### config.mk
export PLATFORM = sky130hd
export DESIGN_NAME = mac_requant_flat
export DESIGN_NICKNAME = d
export VERILOG_FILES = /design/src/rtl/mac_requant_if.sv /design/src/rtl/mac_requant.sv /design/src/flat_wrapper.sv
export SDC_FILE = /design/constraint.sdc
export NUM_CORES = 1
export LEC_CHECK = 0
export ABC_AREA = 1
export BUFFER_PORTS_ARGS = -buffer_cell sky130_fd_sc_hd__buf_2
export CAP_MARGIN = 0
export CORE_UTILIZATION = 60
export DETAILED_ROUTE_END_ITERATION = 16
export GPL_ROUTABILITY_DRIVEN = 0
export GPL_TIMING_DRIVEN = 0
export PLACE_DENSITY = 0.78
export SYNTH_ARGS = -nofsm -noshare
export SYNTH_HDL_FRONTEND = slang
export SYNTH_SLANG_ARGS = --single-unit
### constraint.sdc
create_clock -name clk -period 14.7 [get_ports clk]
set_input_delay 2.94 -clock clk [delete_from_list [all_inputs] [get_ports clk]]
set_output_delay 2.94 -clock clk [all_outputs]
set_load 0.05 [all_outputs]
### src/rtl/mac_requant_if.sv
// rtl/mac_requant_if.sv - operand/result stream bundle for mac_requant; bias member present only with MAC_BIAS_EN
interface mac_requant_if;
  logic       in_valid;
  logic       in_ready;
  logic [7:0] in_a;
  logic [7:0] in_b;
  logic       out_en;
  logic [7:0] out_data;
`ifdef MAC_BIAS_EN
  logic [7:0] bias;

  modport master (
    output in_valid, in_a, in_b, bias,
    input  in_ready, out_en, out_data
  );

  modport slave (
    input  in_valid, in_a, in_b, bias,
    output in_ready, out_en, out_data
  );
`else
  modport master (
    output in_valid, in_a, in_b,
    input  in_ready, out_en, out_data
  );

  modport slave (
    input  in_valid, in_a, in_b,
    output in_ready, out_en, out_data
  );
`endif
endinterface

### src/rtl/mac_requant.sv
// rtl/mac_requant.sv - streaming int8 MAC over VEC_LEN pairs with round-half-up shift and int8 saturation
// Optional signed bias input enabled by defining MAC_BIAS_EN.
module mac_requant #(
  parameter int VEC_LEN = 4,
  parameter int SHIFT   = 4,
  parameter int ACC_W   = 20
) (
  input  logic         clk,
  input  logic         rst,
  mac_requant_if.slave bus
);

  localparam int CNT_W = $clog2(VEC_LEN);
  localparam logic [CNT_W-1:0]    CNT_LAST = CNT_W'(VEC_LEN - 1);
  localparam logic signed [ACC_W:0] RND    = (ACC_W+1)'((1 << SHIFT) >> 1);
  localparam logic signed [ACC_W:0] SAT_HI = (ACC_W+1)'(127);
  localparam logic signed [ACC_W:0] SAT_LO = (ACC_W+1)'(-128);

  typedef enum logic {ST_ACC, ST_EMIT} state_t;

  state_t                   state_q, state_d;
  logic [CNT_W-1:0]         cnt_q, cnt_d;
  logic signed [ACC_W-1:0]  acc_q, acc_d;
  logic [7:0]               out_data_q, out_data_d;
  logic                     out_en_q, out_en_d;
  logic                     in_ready;

  logic signed [15:0]       prod;
  logic signed [ACC_W:0]    bias_term;
  logic signed [ACC_W:0]    rq_sum;
  logic signed [ACC_W:0]    rq_shift;
  logic [7:0]               rq_sat;

  assign prod = $signed(bus.in_a) * $signed(bus.in_b);

  // Requantize in ACC_W+1 bits so the rounding/bias add can never wrap.
  always_comb begin
    bias_term = '0;
`ifdef MAC_BIAS_EN
    bias_term = {{(ACC_W-7){bus.bias[7]}}, bus.bias};
    bias_term = bias_term <<< SHIFT;
`endif
    rq_sum   = {acc_q[ACC_W-1], acc_q} + bias_term + RND;
    rq_shift = rq_sum >>> SHIFT;
    if (rq_shift > SAT_HI) begin
      rq_sat = 8'h7F;
    end else if (rq_shift < SAT_LO) begin
      rq_sat = 8'h80;
    end else begin
      rq_sat = rq_shift[7:0];
    end
  end

  always_comb begin
    state_d    = state_q;
    cnt_d      = cnt_q;
    acc_d      = acc_q;
    out_data_d = out_data_q;
    out_en_d   = 1'b0;
    in_ready   = 1'b0;
    case (state_q)
      ST_ACC: begin
        in_ready = 1'b1;
        if (bus.in_valid) begin
          acc_d = acc_q + {{(ACC_W-16){prod[15]}}, prod};
          if (cnt_q == CNT_LAST) begin
            cnt_d   = '0;
            state_d = ST_EMIT;
          end else begin
            cnt_d = cnt_q + 1'b1;
          end
        end
      end
      ST_EMIT: begin
        out_data_d = rq_sat;
        out_en_d   = 1'b1;
        acc_d      = '0;
        state_d    = ST_ACC;
      end
    endcase
  end

  always_ff @(posedge clk) begin
    if (rst) begin
      state_q    <= ST_ACC;
      cnt_q      <= '0;
      acc_q      <= '0;
      out_data_q <= 8'h00;
      out_en_q   <= 1'b0;
    end else begin
      state_q    <= state_d;
      cnt_q      <= cnt_d;
      acc_q      <= acc_d;
      out_data_q <= out_data_d;
      out_en_q   <= out_en_d;
    end
  end

  assign bus.in_ready = in_ready;
  assign bus.out_en   = out_en_q;
  assign bus.out_data = out_data_q;

endmodule

### src/flat_wrapper.sv
// flat-port wrapper written by rule: the top's interface ports become plain ports
module mac_requant_flat 
#(
  parameter int VEC_LEN = 4,
  parameter int SHIFT   = 4,
  parameter int ACC_W   = 20
)
  (clk, rst, bus_in_valid, bus_in_a, bus_in_b, bus_in_ready, bus_out_en, bus_out_data);
  mac_requant_if bus_i ();
  input  logic clk;
  input  logic rst;
  input wire logic [$bits(bus_i.in_valid)-1:0] bus_in_valid;
  input wire logic [$bits(bus_i.in_a)-1:0] bus_in_a;
  input wire logic [$bits(bus_i.in_b)-1:0] bus_in_b;
  output wire logic [$bits(bus_i.in_ready)-1:0] bus_in_ready;
  output wire logic [$bits(bus_i.out_en)-1:0] bus_out_en;
  output wire logic [$bits(bus_i.out_data)-1:0] bus_out_data;
  assign bus_i.in_valid = bus_in_valid;
  assign bus_i.in_a = bus_in_a;
  assign bus_i.in_b = bus_in_b;
  assign bus_in_ready = bus_i.in_ready;
  assign bus_out_en = bus_i.out_en;
  assign bus_out_data = bus_i.out_data;
  mac_requant #(.VEC_LEN(VEC_LEN), .SHIFT(SHIFT), .ACC_W(ACC_W)) u_core (.clk(clk), .rst(rst), .bus(bus_i));
endmodule
==> report_table.html, run 1 <==
<table>
<tr><th>Metric</th><th>Value</th></tr>
<tr><th colspan="2">Place</th></tr>
<tr><td>Final HPWL DP</td><td>10260 um</td></tr>
<tr><td>Number of I/O port buffers</td><td>12</td></tr>
<tr><td>Cell area after placement</td><td>0.005702 mm2</td></tr>
<tr><td>Cell total after placement</td><td>966</td></tr>
<tr><td>Worst slack after detailed placement</td><td>5872 ps</td></tr>
<tr><th colspan="2">Timing</th></tr>
<tr><td>Max Freq</td><td>0.1154 GHz</td></tr>
<tr><td>Ratio of final minimum period to clock period</td><td>0.5893</td></tr>
<tr><td>RSZ-0062 raised after global routing</td><td>no</td></tr>
<tr><td>Transition at the pin with the smallest max-transition slack</td><td>625.3 ps</td></tr>
<tr><td>Fin worst setup slack</td><td>6037 ps</td></tr>
<tr><td>Final critical path time including I/O delays and setup</td><td>8663 ps</td></tr>
<tr><td>Final Hold Fails</td><td>0</td></tr>
<tr><td>Worst hold slack across all endpoints</td><td>460.2 ps</td></tr>
<tr><td>Final slew viol count</td><td>0</td></tr>
<tr><td>Final setup violation count</td><td>0</td></tr>
<tr><td>Worst-case headroom to the max-slew limit</td><td>0.5832</td></tr>
<tr><td>Clock skew</td><td>7.201 ps</td></tr>
<tr><td>Setup TNS</td><td>0 ps</td></tr>
<tr><th colspan="2">Layout</th></tr>
<tr><td>Final instance area</td><td>0.005813 mm2</td></tr>
<tr><td>Share of the core filled with cells in the final layout</td><td>0.6601</td></tr>
<tr><td>Area growth syn-to-layout</td><td>5.567%</td></tr>
<tr><td>Post-layout nets</td><td>991</td></tr>
<tr><td>Final cell count without fillers</td><td>974</td></tr>
<tr><td>Multi-input gate area</td><td>0.004029 mm2</td></tr>
<tr><td>Filler Cell Count</td><td>812</td></tr>
<tr><td>Share of layout cells above drive strength 1</td><td>0.05312</td></tr>
<tr><td>Sequential cell area</td><td>640.6 um2</td></tr>
<tr><td>Antenna Diode Count</td><td>0</td></tr>
<tr><th colspan="2">Run status</th></tr>
<tr><td>Result of the run</td><td>completed</td></tr>
<tr><th colspan="2">Power and ir drop</th></tr>
<tr><td>Switching share of power</td><td>0.5752</td></tr>
<tr><td>Power per Cell Area</td><td>216.0 mW/mm2</td></tr>
<tr><td>Portion of total power attributed to combinational logic</td><td>0.828</td></tr>
<tr><td>Relative contribution of sequential cells to total power</td><td>0.104</td></tr>
<tr><td>Leakage</td><td>3.324 nW</td></tr>
<tr><td>Switching power</td><td>0.7221 mW</td></tr>
<tr><td>Max rail drop VDD</td><td>0.0001388 V</td></tr>
<tr><td>Overall power</td><td>1.255 mW</td></tr>
<tr><td>Clk network pwr share</td><td>0.068</td></tr>
<tr><td>Cell internal power dissipation</td><td>0.5333 mW</td></tr>
<tr><th colspan="2">Setup path</th></tr>
<tr><td>Type of destination of the critical path</td><td>register</td></tr>
<tr><td>Worst stage delay on the critical path</td><td>550 ps</td></tr>
<tr><td>Kind of critical path</td><td>input port to register</td></tr>
<tr><td>Worst path slowest cell</td><td>sky130_fd_sc_hd__fa_1</td></tr>
<tr><td>Slack of the worst reg-to-reg path</td><td>12550 ps</td></tr>
<tr><td>Crit Reg-Reg Endpoint</td><td>u_core.acc_q[12]</td></tr>
<tr><td>Peak fanout along the critical path</td><td>8</td></tr>
<tr><td>Worst reg2reg startpoint</td><td>u_core.acc_q[0]</td></tr>
<tr><td>Worst path arrival time</td><td>8820 ps</td></tr>
<tr><td>Crit path launch type</td><td>input port</td></tr>
<tr><td>Logic depth of the worst register-to-register path</td><td>9</td></tr>
<tr><td>Top cell by count, worst path</td><td>sky130_fd_sc_hd__nand2_1</td></tr>
<tr><td>Critical Path RT</td><td>14860 ps</td></tr>
<tr><td>Number of buffers and inverters on the critical path</td><td>7</td></tr>
<tr><td>Top cell family by delay on the critical path</td><td>adder cells</td></tr>
<tr><th colspan="2">CTS</th></tr>
<tr><td>Clock Tree Root</td><td>sky130_fd_sc_hd__clkbuf_8</td></tr>
<tr><td>H-tree depth reported by CTS</td><td>2</td></tr>
<tr><td>Number of buffers inserted to repair setup after CTS</td><td>0</td></tr>
<tr><td>Total of hold buffers inserted after clock tree synthesis</td><td>0</td></tr>
<tr><td>CTS Buffer Depth</td><td>2</td></tr>
<tr><td>Post-CTS Resized</td><td>0</td></tr>
<tr><td>Clk pin slew, worst setup/hold paths</td><td>70 ps</td></tr>
<tr><td>Clock tree from TritonCTS</td><td>yes</td></tr>
<tr><td>Clk Latency, worst-skew pair</td><td>290 ps</td></tr>
<tr><td>CTS Buf Count</td><td>5</td></tr>
<tr><td># clock sinks</td><td>32</td></tr>
<tr><th colspan="2">Route</th></tr>
<tr><td>Post-route DRC violation count</td><td>0</td></tr>
<tr><td>Count of TritonRoute iterations in the first routing pass</td><td>7</td></tr>
<tr><td>Detailed router's first-iteration violation count</td><td>358</td></tr>
<tr><td>Total via count after detailed routing</td><td>5136</td></tr>
<tr><td>WL per Instance</td><td>12.27 um</td></tr>
<tr><td>Mean number of vias per cell</td><td>5.273</td></tr>
<tr><td>Total Wirelength</td><td>11960 um</td></tr>
<tr><td>DRT antenna net count</td><td>0</td></tr>
<tr><th colspan="2">Yosys</th></tr>
<tr><td>Most numerous cell in the Yosys netlist</td><td>sky130_fd_sc_hd__nand2_1</td></tr>
<tr><td>Post-synth top flop</td><td>sky130_fd_sc_hd__dfxtp_1</td></tr>
<tr><td>Share of synthesized flip-flops with an asynchronous set or reset</td><td>0</td></tr>
<tr><td>Commonest cells in the netlist</td><td>sky130_fd_sc_hd__nand2_1, sky130_fd_sc_hd__inv_1, sky130_fd_sc_hd__a21oi_1</td></tr>
<tr><td>Number of synthesized flops with an enable pin</td><td>0</td></tr>
<tr><td>Number of warnings issued by yosys</td><td>0</td></tr>
<tr><td>Synth unique cells</td><td>39</td></tr>
<tr><td>Synthesized cell area</td><td>0.005507 mm2</td></tr>
<tr><td>Post-synthesis sequential element count</td><td>32</td></tr>
<tr><td>Average size of a mapped cell</td><td>6.509 um2</td></tr>
<tr><td>Nets in the synthesized netlist</td><td>972</td></tr>
<tr><td>Proportion of synthesized chip area in sequential cells</td><td>0.1163</td></tr>
<tr><td>Synthesized instance count</td><td>846</td></tr>
<tr><td>Cell taking the most area after synthesis</td><td>sky130_fd_sc_hd__fa_1</td></tr>
<tr><td>Synth area leaders</td><td>sky130_fd_sc_hd__fa_1, sky130_fd_sc_hd__nand2_1, sky130_fd_sc_hd__inv_1</td></tr>
<tr><td>Portion of synthesized cell area occupied by the leading cell type</td><td>0.2036</td></tr>
<tr><th colspan="2">Die</th></tr>
<tr><td>Number of placed I/O pins</td><td>29</td></tr>
<tr><td>Effective utilization at floorplan</td><td>0.6253</td></tr>
<tr><td>Die area</td><td>0.009565 mm2</td></tr>
<tr><td>Chip Height</td><td>97.80 um</td></tr>
<tr><td>Number of placement rows</td><td>34</td></tr>
<tr><td>Area of the placeable core</td><td>0.008806 mm2</td></tr>
<tr><td>Die Wd</td><td>97.80 um</td></tr>
<tr><th colspan="2">GRT</th></tr>
<tr><td>Remaining global-route overflow</td><td>0</td></tr>
<tr><td>Initial antenna violation count</td><td>0</td></tr>
<tr><td>Largest net degree at the start of global routing</td><td>12</td></tr>
<tr><td>Wire length of the first global-routing pass</td><td>21430 um</td></tr>
<tr><td>Overall global routing resource usage</td><td>0.2724</td></tr>
<tr><td>Vias in the first global route</td><td>5033</td></tr>
<tr><th colspan="2">Min path</th></tr>
<tr><td>Worst Hold Class</td><td>register to register</td></tr>
<tr><td>Cell depth of the worst min-delay path</td><td>2</td></tr>
<tr><td>Hold Path End</td><td>u_core.bus.out_data[0]</td></tr>
<tr><td>Beginning of the worst hold path</td><td>u_core.bus.out_data[0]</td></tr>
<tr><th colspan="2">Flow run</th></tr>
<tr><td>Reported max-cap violation count</td><td>0</td></tr>
</table>
==> metal layers <==
metal / part of all wire / wire (um) / up-vias / GRT usage
li1: - / - / 2598 / -
met1: 0.45 / 5403 / 2358 / 0.3582
met2: 0.47 / 5610 / 164 / 0.4746
met3: 0.068 / 809 / 16 / 0.04653
met4: 0.011 / 131 / 0 / 0.05128
met5: 0 / 0 / - / 0
==> layout make-up <==
| class | instances | share of cell area |
|---|---|---|
| Buffer | 22 | 0.01485 |
| Timing Repair Buffer | 12 | 0.01033 |
| Multi-Input combinational cell | 592 | 0.6931 |
| Clock buffer | 5 | 0.01184 |
| Tap cell | 108 | 0.02325 |
| Clock inverter | 3 | 0.007318 |
| Inverter | 200 | 0.1291 |
| Sequential cell | 32 | 0.1102 |
==> placed cells by master (no fill, tap or decap), types with 6 or more instances in the layout <==
cell	n
sky130_fd_sc_hd__nand2_1	235
sky130_fd_sc_hd__inv_1	196
sky130_fd_sc_hd__a21oi_1	66
sky130_fd_sc_hd__fa_1	56
sky130_fd_sc_hd__ha_1	51
sky130_fd_sc_hd__nor2_1	50
sky130_fd_sc_hd__nand3_1	36
sky130_fd_sc_hd__dfxtp_1	32
sky130_fd_sc_hd__o21ai_0	27
sky130_fd_sc_hd__clkbuf_1	20
sky130_fd_sc_hd__buf_2	12
sky130_fd_sc_hd__xor2_1	9
sky130_fd_sc_hd__nand4_1	8
sky130_fd_sc_hd__xnor2_1	6
==> worst register-to-register path, delay by kind of cell (launching register included) <==
kind                     cells  cell delay [ps]
AO/OA/AOI/OAI                4              720
buffers and inverters        1               90
flip-flops                   1              340
adder cells (fa/ha/maj)      2              600
AND/OR/NAND/NOR              2              270
==> cell families after synthesis <==
logic type	synth area share
AO/OA/AOI/OAI	0.1054
adder cells (fa/ha/maj)	0.3195
AND/OR/NAND/NOR	0.2829
flip-flops	0.1163
buffers and inverters	0.1520
XOR/XNOR	0.02386
==> registers in the layout (all words and copies together) (netlist names) <==
name / count
u_core.bus.out_data: 8
u_core.bus.out_en: 1
u_core.cnt_q: 2
u_core.state_q: 1
u_core.acc_q: 20
==> power groups by stage <==
stage / clock, mW / sequential [mW] / combinational, mW
detailed placement: 0 / 0.132 / 1.02
global placement: 0 / 0.132 / 0.990
CTS: 0.0860 / 0.130 / 1.03
global route: 0.0904 / 0.133 / 1.19
finish: 0.0849 / 0.131 / 1.04
floorplan: 0 / 0.124 / 0.828
==> how the worst max path moves through the flow <==
stage,startpoint,endpoint,cells after the start
after floorplan,bus_in_a[0],u_core.acc_q[19],31
after global placement,bus_in_b[7],u_core.acc_q[18],32
after detailed placement,bus_in_b[7],u_core.acc_q[18],32
after CTS,bus_in_b[7],u_core.acc_q[18],32
after global routing,bus_in_b[7],u_core.acc_q[18],32
final,bus_in_b[7],u_core.acc_q[18],32
Note: power is estimated with default switching activity, not from simulation.
==> inputs of run 2 (changes only) <==
--- a/config.mk
+++ b/config.mk
@@ -8,11 +8,11 @@
 export ABC_AREA = 1
 export BUFFER_PORTS_ARGS = -buffer_cell sky130_fd_sc_hd__buf_2
 export CAP_MARGIN = 0
-export CORE_UTILIZATION = 60
+export CORE_UTILIZATION = 58
 export DETAILED_ROUTE_END_ITERATION = 16
 export GPL_ROUTABILITY_DRIVEN = 0
 export GPL_TIMING_DRIVEN = 0
-export PLACE_DENSITY = 0.78
+export PLACE_DENSITY = 0.79
 export SYNTH_ARGS = -nofsm -noshare
 export SYNTH_HDL_FRONTEND = slang
 export SYNTH_SLANG_ARGS = --single-unit
==> constraint.sdc (replaced) <==
create_clock -name clk -period 7.8 [get_ports clk]
set_input_delay 1.56 -clock clk [delete_from_list [all_inputs] [get_ports clk]]
set_output_delay 1.56 -clock clk [all_outputs]
set_load 0.05 [all_outputs]
==> report_table.html, run 2 (synthesis gave the netlist of run 1 again) <==
<table>
<tr><th>Metric</th><th>Value</th></tr>
<tr><th colspan="2">CTS</th></tr>
<tr><td>Total of hold buffers inserted after clock tree synthesis</td><td>0 (unchanged)</td></tr>
<tr><td>H-tree depth reported by CTS</td><td>2 (unchanged)</td></tr>
<tr><td>Clk pin slew, worst setup/hold paths</td><td>80 ps (was 70 ps)</td></tr>
<tr><td>CTS Buffer Depth</td><td>2 (unchanged)</td></tr>
<tr><td>Clock Tree Root</td><td>sky130_fd_sc_hd__clkbuf_8 (unchanged)</td></tr>
<tr><td># clock sinks</td><td>32 (unchanged)</td></tr>
<tr><td>CTS Buf Count</td><td>5 (unchanged)</td></tr>
<tr><td>Clock tree from TritonCTS</td><td>yes (unchanged)</td></tr>
<tr><td>Clk Latency, worst-skew pair</td><td>290 ps (about the same)</td></tr>
<tr><th colspan="2">GRT</th></tr>
<tr><td>Initial antenna violation count</td><td>0 (unchanged)</td></tr>
<tr><td>Overall global routing resource usage</td><td>0.2617 (was 0.2724)</td></tr>
<tr><td>Vias in the first global route</td><td>4842 (was 5033)</td></tr>
<tr><td>Largest net degree at the start of global routing</td><td>12 (unchanged)</td></tr>
<tr><td>Wire length of the first global-routing pass</td><td>21240 um (was 21430 um)</td></tr>
<tr><td>Remaining global-route overflow</td><td>0 (unchanged)</td></tr>
<tr><th colspan="2">Timing</th></tr>
<tr><td>Final Hold Fails</td><td>0 (unchanged)</td></tr>
<tr><td>Max Freq</td><td>0.1380 GHz</td></tr>
<tr><td>Clock skew</td><td>9.337 ps (was 7.201 ps)</td></tr>
<tr><td>Transition at the pin with the smallest max-transition slack</td><td>590.0 ps (was 625.3 ps)</td></tr>
<tr><td>Final critical path time including I/O delays and setup</td><td>7246 ps</td></tr>
<tr><td>Final setup violation count</td><td>0 (unchanged)</td></tr>
<tr><td>Fin worst setup slack</td><td>554.1 ps (was 6037 ps)</td></tr>
<tr><td>Final slew viol count</td><td>0 (unchanged)</td></tr>
<tr><td>RSZ-0062 raised after global routing</td><td>no (unchanged)</td></tr>
<tr><td>Setup TNS</td><td>0 ps (unchanged)</td></tr>
<tr><td>Ratio of final minimum period to clock period</td><td>0.9290</td></tr>
<tr><td>Worst-case headroom to the max-slew limit</td><td>0.6067 (was 0.5832)</td></tr>
<tr><th colspan="2">Setup path</th></tr>
<tr><td>Type of destination of the critical path</td><td>register (unchanged)</td></tr>
<tr><td>Crit path launch type</td><td>input port (unchanged)</td></tr>
<tr><td>Worst path arrival time</td><td>7460 ps (was 8820 ps)</td></tr>
<tr><td>Number of buffers and inverters on the critical path</td><td>7 (unchanged)</td></tr>
<tr><td>Peak fanout along the critical path</td><td>8 (unchanged)</td></tr>
<tr><td>Kind of critical path</td><td>input port to register (unchanged)</td></tr>
<tr><td>Worst stage delay on the critical path</td><td>550 ps (about the same)</td></tr>
<tr><td>Worst path slowest cell</td><td>sky130_fd_sc_hd__fa_1 (unchanged)</td></tr>
<tr><td>Top cell family by delay on the critical path</td><td>adder cells (unchanged)</td></tr>
<tr><td>Critical Path RT</td><td>8020 ps (was 14860 ps)</td></tr>
<tr><th colspan="2">Route</th></tr>
<tr><td>Mean number of vias per cell</td><td>5.345 (was 5.273)</td></tr>
<tr><td>Wire length on met2</td><td>5668 um (was 5610 um)</td></tr>
<tr><td>Total Wirelength</td><td>11990 um (was 11960 um)</td></tr>
<tr><td>Count of TritonRoute iterations in the first routing pass</td><td>8 (was 7)</td></tr>
<tr><td>Wire length on met3</td><td>837 um (was 809 um)</td></tr>
<tr><td>WL per Instance</td><td>12.27 um (about the same)</td></tr>
<tr><td>DRT antenna net count</td><td>0 (unchanged)</td></tr>
<tr><td>Detailed router's first-iteration violation count</td><td>397 (was 358)</td></tr>
<tr><td>Routed length on met1</td><td>5287 um (was 5403 um)</td></tr>
<tr><td>Total via count after detailed routing</td><td>5222 (was 5136)</td></tr>
<tr><td>Post-route DRC violation count</td><td>0 (unchanged)</td></tr>
<tr><td>Highest metal layer with signal wires</td><td>met4 (unchanged)</td></tr>
<tr><th colspan="2">Layout</th></tr>
<tr><td>Area growth syn-to-layout</td><td>5.635% (was 5.567%)</td></tr>
<tr><td>Post-layout nets</td><td>991 (unchanged)</td></tr>
<tr><td>Leading cell type in the layout, fill and taps excluded</td><td>sky130_fd_sc_hd__nand2_1 (unchanged)</td></tr>
<tr><td>Top reg by flops</td><td>u_core.acc_q (unchanged)</td></tr>
<tr><td>Antenna Diode Count</td><td>0 (unchanged)</td></tr>
<tr><td>Final instance area</td><td>0.005817 mm2 (was 0.005813 mm2)</td></tr>
<tr><td>Max reg flops</td><td>20 (unchanged)</td></tr>
<tr><td>Commonest cells after routing, fill and taps aside</td><td>sky130_fd_sc_hd__nand2_1, sky130_fd_sc_hd__inv_1, sky130_fd_sc_hd__a21oi_1 (unchanged)</td></tr>
<tr><td>Share of layout cells above drive strength 1</td><td>0.05312 (unchanged)</td></tr>
<tr><th colspan="2">Flow run</th></tr>
<tr><td>Reported max-cap violation count</td><td>0 (unchanged)</td></tr>
<tr><th colspan="2">Place</th></tr>
<tr><td>Cell area after placement</td><td>0.005705 mm2 (was 0.005702 mm2)</td></tr>
<tr><td>Worst slack after detailed placement</td><td>258.4 ps (was 5872 ps)</td></tr>
<tr><td>Final HPWL DP</td><td>10260 um (about the same)</td></tr>
<tr><td>Number of I/O port buffers</td><td>12 (unchanged)</td></tr>
<tr><th colspan="2">Run status</th></tr>
<tr><td>Result of the run</td><td>completed (unchanged)</td></tr>
<tr><th colspan="2">Die</th></tr>
<tr><td>Number of placed I/O pins</td><td>29 (unchanged)</td></tr>
<tr><td>Chip Height</td><td>99.44 um (was 97.80 um)</td></tr>
<tr><td>Die Wd</td><td>99.44 um (was 97.80 um)</td></tr>
<tr><td>Number of placement rows</td><td>35 (was 34)</td></tr>
<tr><td>Area of the placeable core</td><td>0.009196 mm2 (was 0.008806 mm2)</td></tr>
<tr><td>Effective utilization at floorplan</td><td>0.5988 (was 0.6253)</td></tr>
<tr><td>Die area</td><td>0.009887 mm2 (was 0.009565 mm2)</td></tr>
<tr><th colspan="2">Power and ir drop</th></tr>
<tr><td>Power per Cell Area</td><td>410.4 mW/mm2 (was 216.0 mW/mm2)</td></tr>
<tr><td>Max rail drop VDD</td><td>0.0002405 V (was 0.0001388 V)</td></tr>
<tr><td>Leakage</td><td>3.324 nW (about the same)</td></tr>
<tr><th colspan="2">Min path</th></tr>
<tr><td>Worst Hold Class</td><td>register to register (unchanged)</td></tr>
</table>
[run 2: cell counts in the layout (fill, tap and decap cells not counted)]
Identical to the previous run, type by type.
[run 2: power breakdown]
group	switching (mW)	total (mW)	internal (mW)
clock	0.0686	0.163	0.0945
sequential	0.0510	0.248	0.197
combinational	1.26	1.98	0.713
[run 2: through the flow]
step | total power [mW] | std cells | util | hold slack [ps]
after global routing | 2.698 | 977 | 0.6325 | 477.7
after floorplan | 1.795 | 846 | - | 447.4
after detailed placement | 2.176 | 969 | 0.6204 | 437.4
after CTS | 2.356 | 977 | 0.6325 | 455.5
after global placement | 2.112 | 969 | 0.6204 | 435.1
final | 2.387 | 977 | 0.6325 | 454.3
[run 2: worst min-delay path, cell delays in order (launching register included)]
cell and delay [ps]:
sky130_fd_sc_hd__dfxtp_1 310, sky130_fd_sc_hd__nand2_1 60, sky130_fd_sc_hd__nand2_1 50
[run 2: area by class of cell]
class,instances,area (um2)
tap,111,138.9
sequential,32,640.6
clock buffer,5,68.82
inverter,200,750.7
timing repair buffer,12,60.06
multi-input combinational,592,4029
buffer,22,86.33
fill,864,3379
clock inverter,3,42.54
[run 2: layer usage]
metal  global-route usage  up-vias
met3              0.03443       23
met2               0.4370      185
li1                     -     2605
met1               0.3621     2409
met4              0.05882        0
met5                    0        -
[run 2: final timing paths]
check	start	end	slack (ps)	cells after the start
setup / recovery	bus_in_b[7]	u_core.acc_q[18]	550	31
hold / removal	u_core.bus.out_data[0]	u_core.bus.out_data[0]	450	2
setup reg to reg	u_core.acc_q[7]	u_core.acc_q[18]	5650	7
hold reg to reg	u_core.bus.out_data[0]	u_core.bus.out_data[0]	450	2
[run 2: timing repair]
action,in CTS,in global routing
resized for setup,0,1
setup endpoints to repair,0,1
setup buffers,0,0
